[src/rtl/dkong3_obj_dma.sv]
// -----------------------------------------------------------------------------
// dkong3_obj_dma
// Sprite-table DMA writer. A rising edge on I_START requests the Z80 bus,
// copies DMA_LEN bytes from CPU work RAM (starting at I_SRC_BASE) into the
// object RAM DMA port (bank I_BANK), then releases the bus. Two clocks per byte.
//
// Ports:
//   I_CLK_12M      system clock, rising edge
//   RST_4L         asynchronous active-low reset
//   I_START        transfer trigger (rising edge, accepted only when idle)
//   I_SRC_BASE     source start address, latched at start
//   I_BANK         destination bank (object RAM address bit 9), latched at start
//   O_BUSRQn       Z80 bus request, active-low
//   I_BUSAKn       Z80 bus acknowledge, active-low
//   O_CPU_A        source read address (base + index, wraps)
//   O_CPU_RDn      source read strobe, active-low
//   I_CPU_D        source read data, valid while O_CPU_RDn is low
//   O_OBJ_DMA_A    object RAM write address {bank, index[8:0]}
//   O_OBJ_DMA_D    object RAM write data
//   O_OBJ_DMA_CE   object RAM write enable, one cycle per byte
//   O_BUSY         high from start detection until return to idle
//   O_DONE         one-cycle completion pulse
// -----------------------------------------------------------------------------
module dkong3_obj_dma #(
    parameter int DMA_LEN = 384,
    parameter int SRC_W   = 16
) (
    input  logic             I_CLK_12M,
    input  logic             RST_4L,
    input  logic             I_START,
    input  logic [SRC_W-1:0] I_SRC_BASE,
    input  logic             I_BANK,
    output logic             O_BUSRQn,
    input  logic             I_BUSAKn,
    output logic [SRC_W-1:0] O_CPU_A,
    output logic             O_CPU_RDn,
    input  logic [7:0]       I_CPU_D,
    output logic [9:0]       O_OBJ_DMA_A,
    output logic [7:0]       O_OBJ_DMA_D,
    output logic             O_OBJ_DMA_CE,
    output logic             O_BUSY,
    output logic             O_DONE
);

    localparam logic [2:0] ST_IDLE = 3'd0;
    localparam logic [2:0] ST_REQ  = 3'd1;
    localparam logic [2:0] ST_RD   = 3'd2;
    localparam logic [2:0] ST_WR   = 3'd3;
    localparam logic [2:0] ST_REL  = 3'd4;

    localparam logic [9:0] LAST_IDX = 10'(DMA_LEN - 1);

    logic [2:0]       state;
    logic             start_q;
    logic             start;
    logic [SRC_W-1:0] base;
    logic             bank;
    logic [9:0]       index;
    logic [9:0]       obj_a;
    logic [7:0]       obj_d;
    logic             done;

    assign start = I_START & ~start_q;

    always_ff @(posedge I_CLK_12M or negedge RST_4L) begin
        if (!RST_4L) begin
            state   <= ST_IDLE;
            start_q <= 1'b0;
            base    <= '0;
            bank    <= 1'b0;
            index   <= '0;
            obj_a   <= '0;
            obj_d   <= '0;
            done    <= 1'b0;
        end else begin
            start_q <= I_START;
            done    <= 1'b0;
            case (state)
                ST_IDLE: begin
                    // Edges arriving in any other state are dropped, not queued.
                    if (start) begin
                        base  <= I_SRC_BASE;
                        bank  <= I_BANK;
                        index <= '0;
                        state <= ST_REQ;
                    end
                end
                ST_REQ: begin
                    if (!I_BUSAKn) state <= ST_RD;
                end
                ST_RD: begin
                    // Losing BUSAK mid-transfer stalls here without writing.
                    if (!I_BUSAKn) begin
                        obj_d <= I_CPU_D;
                        obj_a <= {bank, index[8:0]};
                        state <= ST_WR;
                    end
                end
                ST_WR: begin
                    if (index == LAST_IDX) begin
                        state <= ST_REL;
                    end else begin
                        index <= index + 10'd1;
                        state <= ST_RD;
                    end
                end
                ST_REL: begin
                    if (I_BUSAKn) begin
                        done  <= 1'b1;
                        state <= ST_IDLE;
                    end
                end
                default: state <= ST_IDLE;
            endcase
        end
    end

    // Source address wraps naturally at 2^SRC_W.
    assign O_CPU_A      = base + SRC_W'(index);
    assign O_CPU_RDn    = ~((state == ST_RD) & ~I_BUSAKn);
    assign O_BUSRQn     = ~((state == ST_REQ) | (state == ST_RD) | (state == ST_WR));
    assign O_OBJ_DMA_A  = obj_a;
    assign O_OBJ_DMA_D  = obj_d;
    assign O_OBJ_DMA_CE = (state == ST_WR);
    assign O_BUSY       = (state != ST_IDLE);
    assign O_DONE       = done;

endmodule

[config.mk]
export PLATFORM = sky130hd
export DESIGN_NAME = dkong3_obj_dma
export DESIGN_NICKNAME = d
export VERILOG_FILES = /design/src/rtl/dkong3_obj_dma.sv
export SDC_FILE = /design/constraint.sdc
export NUM_CORES = 1
export LEC_CHECK = 0
export BUFFER_PORTS_ARGS = -buffer_cell sky130_fd_sc_hd__buf_2
export CAP_MARGIN = 20
export CORE_ASPECT_RATIO = 1.2
export CORE_MARGIN = 2
export CORE_UTILIZATION = 53
export DETAILED_ROUTE_END_ITERATION = 10
export PLACE_DENSITY = 0.91
export SLEW_MARGIN = 40
export SYNTH_ARGS = -nofsm -noshare
export SYNTH_HDL_FRONTEND = slang
export SYNTH_SLANG_ARGS = --single-unit
[constraint.sdc]
create_clock -name I_CLK_12M -period 2.9 [get_ports I_CLK_12M]
set_input_delay 0.58 -clock I_CLK_12M [delete_from_list [all_inputs] [get_ports I_CLK_12M]]
set_output_delay 0.58 -clock I_CLK_12M [all_outputs]
set_load 0.1 [all_outputs]
==> metrics.cfg, run 1 <==
[outcome]
status=complete, but fails checks
violations=negative setup slack

[routing]
antenna_left=0
vias_per_cell=5.71
routed_wl_um=6350
first_iter_violations=172
routedWlPerCell_um=16.9
num_vias=2146
drc=0
drt_pass1_iterations=4

[clocking]
clockRootBuffer=clkbuf_8
numCtsBuffers=5
clkSinkCount=50
clk_path_buf_depth=2
h-tree-depth=2
ctsHoldBuffers=0
path_clk_slew_ps=90
clk_latency_ps=300
cts_tree=built

[layout]
multiInputGateArea_sq_mm=0.00162
insertedDiodeCount=0
syn_to_final_growth_pct=41.0
fin_util_pct=76.3
layout_common_cells=buf_2, dfrtp_1, mux2_2, nor2_1, buf_4
finalNetCount=356
drive_above_1_share_pct=54.4
fill_cells=288
seq_area_sq_mm=0.00126
final_common_cell=buf_2

[yosys]
ys_warn_count=0
avgSynthCellArea_sq_um=11.4
ys.flop_type=dfrtp_1
ys_seq_elements=50
synth_cell_type_count=46
ys_seq_area_share_pct=47.8
synth_edf_count=0
syn_nets=271
netlist_instances=230
yosys.area.top_type_share_pct=47.8
synthesis.area_sq_mm=0.00262
ys_async_sr_fraction_pct=100
synth_top_cell_by_area=dfrtp_1
synth_area_leaders=dfrtp_1, mux2_2, ha_1, xnor2_1, a21oi_1

[setup_path]
cp_cell_sequence=ha_4 -> fa_2 -> a211oi_2 -> o21ai_2 -> nand3_4 -> a21oi_4 -> xor2_4 -> buf_12
worstPathArrival_ps=2330
slowest_stage=dfrtp_2
crit_buf_inv=1
critPathTopFamily=adder cells
start_kind=flop
path_class=reg -> out
cp-end-kind=output pin
crit_fanout=3
slowest_delay_ps=440
reg2reg_depth=8
cp.required_ps=2320
path_depth=8

[timing]
relSlewSlack_pct=59.3
skew_ps=6.25
fin_crit_sh_pct=100
fin_crit_ps=2910
finalHoldViolations=0
clock.fmax_ghz=0.344
layout_setup_ws_ps=-10.0
worst_pin_slew_ps=610
setup_viol=4
rsz0062_at_grt=yes
slew_violations=0

[die]
core_sq_mm=0.00483
ios=68
die_x_um=68.1
start_util_pct=54.1
die_y_um=81.0
rows=28
dieArea_sq_mm=0.00552

[global_routing]
grtUsageTotal_pct=23.4
grt_pass1_vias=2074
grt_max_degree=51
overflow=0
antenna_found_initial=0
grt_pass1_wl_um=9630

[pwr]
vdd.ir_drop.worst_mv=0.770
p_per_area_mw_per_mm2=1120
p_leak_nw=1.73
p_total_w=0.00412

[hold_path]
min_path_type=in -> async

[job]
drv_cap=0

[placement]
place_ws_ps=90.3
io_buffer_count=67
gp_congestion=0.884
dp_hpwl_um=4140

[power by group]
group	leakage, nW	switching (W)	internal, W
Clock	0.0472	0.000222	0.000192
Sequential	0.627	0.000149	0.000861
Combinational	1.06	0.00194	0.000762
[cell type report]
cell class / instances / area share (%)
Multi-Input combinational cell: 166 / 44.0
Sequential cell: 50 / 34.1
Timing Repair Buffer: 82 / 16.3
Clock buffer: 6 / 2.24
Tap cell: 60 / 2.04
Inverter: 10 / 1.02
Clock inverter: 2 / 0.339
[synthesized netlist by cell type, drive strengths merged, types with 2 or more instances]
cell	n
nor2	16
o21ai	14
o41ai	2
or3	2
a21oi	12
nand4	3
a21o	4
o211ai	2
nand2	12
nor3	3
a211oi	2
ha	11
o21a	2
buf	3
a31oi	4
mux2	35
xnor2	8
nor2b	2
nand3	7
inv	9
and3	3
xor2	5
dfrtp	50
[layer usage]
metal | vias up | part of all wire, % | global-route usage, %
met2 | 87 | 53 | 41.6
li1 | 999 | - | -
met1 | 1040 | 39 | 28.1
met4 | 0 | 2.5 | 8.80
met5 | - | 0 | 0
met3 | 20 | 4.8 | 3.88
[stage by stage]
stage	TNS, ps	hold slack, ps	std cells	cell area (sq um)
after CTS	0	396	371	3610
after global placement	0	483	359	3350
after detailed placement	0	490	359	3350
final	-26.9	360	376	3690
after global routing	-502	423	376	3690
after floorplan	-289	284	230	2760
[logic make-up after synthesis]
group	share of synthesized area [%]
simple gates	12.6
flops	47.8
compound gates	11.8
mux	15.1
buf+inv	2.39
xor+xnor	4.35
fa+ha+maj	6.03
[flip-flops by register name, indices dropped and copies added (netlist names)]
| name | flops |
|---|---|
| base | 16 |
| O_OBJ_DMA_A | 10 |
| index | 10 |
| O_OBJ_DMA_D | 8 |
| state | 3 |
| O_DONE | 1 |
| bank | 1 |
| start_q | 1 |
[final timing paths]
path | start | end | slack, ps
max | index[0]$_DFFE_PN0P_ | O_CPU_A[12] | -10
min | RST_4L | O_OBJ_DMA_D[1]$_DFFE_PN0P_ | 360
max reg2reg | index[0]$_DFFE_PN0P_ | index[5]$_DFFE_PN0P_ | 790
min reg2reg | O_OBJ_DMA_A[9]$_DFFE_PN0P_ | O_OBJ_DMA_A[9]$_DFFE_PN0P_ | 510
max in group asynchronous | RST_4L | index[8]$_DFFE_PN0P_ | 2090
min in group I_CLK_12M | I_START | start_q$_DFF_PN0_ | 430
[timing repair]
action                                 4_1_cts  5_1_grt
pin swaps                                    8        9
setup endpoints to repair                    7       10
endpoints found under the hold margin        0        0
resized for setup                           27       10
setup buffers                                4        5
(Power assumes the default switching activity.)
==> run 2: changes to the inputs <==
--- a/config.mk
+++ b/config.mk
@@ -11,7 +11,8 @@
 export CORE_MARGIN = 2
 export CORE_UTILIZATION = 53
 export DETAILED_ROUTE_END_ITERATION = 10
-export PLACE_DENSITY = 0.91
+export PLACE_DENSITY = 0.8
+export SETUP_SLACK_MARGIN = 0.2
 export SLEW_MARGIN = 40
 export SYNTH_ARGS = -nofsm -noshare
 export SYNTH_HDL_FRONTEND = slang
==> run 2 against run 1 <==
Effect of this change:
- the run now ends clean
- clock-buffer cell count did not move
- sequential cell count did not move
- global-route usage rose by 0.79 points
- sequential share of layout area fell by 1.9 points
- maximum frequency rose by 1.4%
- clock skew barely moved
- combinational power rose by 9.3%
- sequential power barely moved
- critical path type unchanged
- critical endpoint is now O_CPU_A[15]
- highest routed layer unchanged
==> metrics.cfg, run 2 (synthesis results as in run 1) <==
[setup_path]
start_kind=flop
cp_cell_sequence=ha_1 -> a21oi_1 -> nand4b_1 -> a21oi_2 -> o211ai_1 -> buf_4 -> xnor2_4 -> buf_12
path_class=reg -> out
critPathTopFamily=compound AO/OA/AOI/OAI gates
rrSetupSlack_ps=790
crit_fanout=3
cp-end-kind=output pin
crit_buf_inv=2
slowest_stage=dfrtp_1
reg2reg_depth=8
slowest_delay_ps=420
path_depth=8
worstPathArrival_ps=2290
cp.required_ps=2320

[die]
ios=68
start_util_pct=54.1
die_y_um=81.0
rows=28
die_x_um=68.1
core_sq_mm=0.00483
dieArea_sq_mm=0.00552

[layout]
top_register=base
largest_reg_flops=16
final_common_cell=buf_2
insertedDiodeCount=0
finalNetCount=366
syn_to_final_growth_pct=49.1
fin_util_pct=80.7
layout_common_cells=buf_2, dfrtp_1, mux2_2, buf_4, nor2_1
fin_area_sq_mm=0.00390
fill_cells=272
drive_above_1_share_pct=58.0

[global_routing]
grt_pass1_vias=2072
antenna_found_initial=0
grt_pass1_wl_um=9850
grt_max_degree=51
grtUsageTotal_pct=24.2
overflow=0

[placement]
dpl-instance-area_sq_mm=0.00351
io_buffer_count=67
place_ws_ps=110
gp_congestion=0.870
dp_hpwl_um=4130

[timing]
clock.fmax_ghz=0.349
setup-tns-final_ps=0
fin_crit_ps=2870
fin_crit_sh_pct=98.9
relSlewSlack_pct=57.5
skew_ps=6.42
setup_viol=0
rsz0062_at_grt=yes
slew_violations=0
worst_pin_slew_ps=638
hold_slack_ps=363
finalHoldViolations=0
layout_setup_ws_ps=30.6

[clocking]
clkSinkCount=50
h-tree-depth=2
clk_latency_ps=300
ctsHoldBuffers=0
clockRootBuffer=clkbuf_8
path_clk_slew_ps=90
numCtsBuffers=5
clk_path_buf_depth=2
cts_tree=built

[pwr]
p_per_area_mw_per_mm2=1130
vdd.ir_drop.worst_mv=0.673
p_leak_nw=1.79

[routing]
drt_pass1_iterations=4
wl_met1_um=2600
vias_per_cell=5.67
drc=0
wl_met3_um=261
num_vias=2188
first_iter_violations=146
met2_wirelength_um=3300
highest_layer=met4
routedWlPerCell_um=16.3
routed_wl_um=6290
antenna_left=0

[job]
drv_cap=0

[outcome]
status=finished, final reports clean

[hold_path]
min_path_type=in -> async

run 2: cell type report:
cell class / instances / area [sq um] / share of cell area [%]
Multi-Input combinational cell: 166 / 1740 / 44.7
Sequential cell: 50 / 1250 / 32.2
Timing Repair Buffer: 92 / 694 / 17.8
Clock buffer: 6 / 82.6 / 2.12
Tap cell: 60 / 75.1 / 1.92
Inverter: 10 / 37.5 / 0.962
Clock inverter: 2 / 12.5 / 0.321
run 2: what timing repair did:
| action | 4_1_cts | 5_1_grt |
|---|---|---|
| setup endpoints to repair | 12 | 11 |
| gates resized for setup | 34 | 6 |
| pin swaps | 13 | 5 |
| buffers inserted | 11 | 3 |
run 2: metal layers:
metal	global-route usage [%]	vias up
li1	-	1022
met2	41.7	71
met4	7.80	0
met3	4.16	16
met5	0	-
met1	30.7	1079
run 2: path summary, 6_finish.rpt:
path,endpoint,from
hold / removal,state[2]$_DFFE_PN0P_,RST_4L
min in group I_CLK_12M,start_q$_DFF_PN0_,I_START
setup / recovery,O_CPU_A[15],index[1]$_DFFE_PN0P_
setup reg to reg,index[5]$_DFFE_PN0P_,index[1]$_DFFE_PN0P_
max in group asynchronous,index[7]$_DFFE_PN0P_,RST_4L
hold reg to reg,O_OBJ_DMA_D[4]$_DFFE_PN0P_,O_OBJ_DMA_D[4]$_DFFE_PN0P_
run 2: power breakdown:
| part | total (W) | leakage [nW] | internal, W | switching [W] |
|---|---|---|---|---|
| combinational | 0.00295 | 1.12 | 0.000939 | 0.00201 |
| clock | 0.000431 | 0.0472 | 0.000192 | 0.000239 |
| sequential | 0.00102 | 0.628 | 0.000860 | 0.000156 |
run 2: worst reg2reg max path: stages (launching register included):
cell     delay, ps
dfrtp_1        400
buf_4          120
buf_4          120
ha_1           180
nand3_1        210
nor4_4         430
or2b_2         230
nor2_1          60
a221o_1        250
run 2: metrics by stage:
stage	instances	total power (W)
floorplan	230	0.00308
global placement	364	0.00368
detailed placement	364	0.00371
CTS	383	0.00430
global route	386	0.00456
finish	386	0.00440
==> run 3: changes to the inputs <==
--- a/config.mk
+++ b/config.mk
@@ -12,6 +12,7 @@
 export CORE_UTILIZATION = 53
 export DETAILED_ROUTE_END_ITERATION = 10
 export PLACE_DENSITY = 0.8
+export RECOVER_POWER = 100
 export SETUP_SLACK_MARGIN = 0.2
 export SLEW_MARGIN = 40
 export SYNTH_ARGS = -nofsm -noshare
==> run 3 against run 2 <==
Effect of this change:
- cell count is the same
- non-clock buffer count did not move
- combinational power is 2% lower
- critical endpoint is now O_CPU_A[12]
- global-route usage is the same
- register-to-register slack got worse by 530 ps
- total power shrank 1.4%
- critical path depth stayed put
- sequential share of layout area grew 0.87 points
==> metrics.cfg, run 3 (synthesis results as in run 1) <==
[global_routing]
grt_max_degree=51
grt_pass1_wl_um=9850
gr-usage-met2_pct=41.7
overflow=0
grt_pass1_vias=2072
grt_busiest_layer=met2
antenna_found_initial=0
grtUsageTotal_pct=24.2
use_met1_pct=30.7
use_met3_pct=4.16

[die]
die_y_um=81.0
rows=28
core_sq_mm=0.00483
ios=68
start_util_pct=54.1
die_x_um=68.1
dieArea_sq_mm=0.00552

[clocking]
clockRootBuffer=clkbuf_8
clk_latency_ps=310
clkSinkCount=50
clk_path_buf_depth=2
numCtsBuffers=5
cts_tree=built
path_clk_slew_ps=90
h-tree-depth=2

[layout]
syn_to_final_growth_pct=45.2
finalNetCount=366
largest_reg_flops=16
final_common_cell=dfrtp_1
top_register=base
insertedDiodeCount=0
drive_above_1_share_pct=48.2
fin_util_pct=78.6
layout_common_cells=dfrtp_1, mux2_2, buf_2, clkbuf_1, buf_4
fin_area_sq_mm=0.00380

[placement]
gp_congestion=0.870
place_ws_ps=110
dp_hpwl_um=4130
dpl-instance-area_sq_mm=0.00351
io_buffer_count=67

[setup_path]
reg2reg_from=index[1]$_DFFE_PN0P_
worstPathArrival_ps=2290
start_kind=flop
crit_fanout=3
rrSetupSlack_ps=260
timing.rr.end=index[5]$_DFFE_PN0P_
cp-end-kind=output pin
path_class=reg -> out
cp.required_ps=2320
reg2reg_depth=7

[timing]
setup_viol=0
worst_pin_slew_ps=1230
setup-tns-final_ps=0
skew_ps=7.71
fin_crit_sh_pct=98.8
relSlewSlack_pct=18.2
layout_setup_ws_ps=34.0
rsz0062_at_grt=yes
finalHoldViolations=0
clock.fmax_ghz=0.349
fin_crit_ps=2870
slew_violations=0

[routing]
drt_pass1_iterations=4
drc=0
num_vias=2166
routed_wl_um=6290
vias_per_cell=5.61
antenna_left=0
first_iter_violations=117
routedWlPerCell_um=16.3

[hold_path]
min_to=start_q$_DFF_PN0_
min_path_type=in -> reg
min_path_cells=1
hp-start=I_START

[job]
drv_cap=0

[pwr]
vdd.ir_drop.worst_mv=0.671
p_per_area_mw_per_mm2=1140
p_leak_nw=1.68

[outcome]
status=finished, final reports clean

run 3: worst max-delay path, cell delays in order (launching register included):
cell and delay, ps:
dfrtp_1 400, ha_2 200, fa_2 390, a211oi_4 300, o21ai_4 130, nand3_4 120, a21oi_4 90, xor2_4 160
buf_12 190
run 3: worst max path at each step:
| stage | from | end | depth (start not counted) |
|---|---|---|---|
| CTS | base[0]$_DFFE_PN0P_ | O_CPU_A[12] | 8 |
| detailed placement | base[0]$_DFFE_PN0P_ | O_CPU_A[12] | 8 |
| floorplan | index[0]$_DFFE_PN0P_ | O_CPU_A[6] | 5 |
| global route | index[1]$_DFFE_PN0P_ | O_CPU_A[15] | 8 |
| finish | base[0]$_DFFE_PN0P_ | O_CPU_A[12] | 8 |
| global placement | index[3]$_DFFE_PN0P_ | O_CPU_A[13] | 7 |
run 3: final cells by class:
class | instances | area (sq um)
repair buffers | 92 | 639
flip-flops and latches | 50 | 1250
multi-input cells | 166 | 1700
fillers | 295 | 1040
inverters | 10 | 37.5
clock buffers | 6 | 82.6
clock inverters | 2 | 12.5
well taps | 60 | 75.1
run 3: layer usage:
| layer | up-vias | wire, um |
|---|---|---|
| li1 | 1021 | - |
| met1 | 1066 | 2600 |
| met2 | 62 | 3280 |
| met3 | 17 | 268 |
| met4 | 0 | 136 |
| met5 | - | 0 |
run 3: power by group:
group / total [W] / switching [W] / internal, W
clock: 0.000433 / 0.000241 / 0.000192
combinational: 0.00289 / 0.00201 / 0.000885
sequential: 0.00102 / 0.000156 / 0.000859
total: 0.00434 / 0.00240 / 0.00194
run 3: metrics by stage:
stage,hold slack (ps),std cells,power [W]
floorplan,284,230,0.00308
global placement,482,364,0.00368
detailed placement,491,364,0.00371
CTS,390,383,0.00430
global route,456,386,0.00450
finish,429,386,0.00434
run 3: timing repair:
item                       CTS  global route
hold buffers                 0             0
pin swaps                   13             5
buffers inserted            11             3
resized for setup           34             6
setup endpoints to repair   12            11
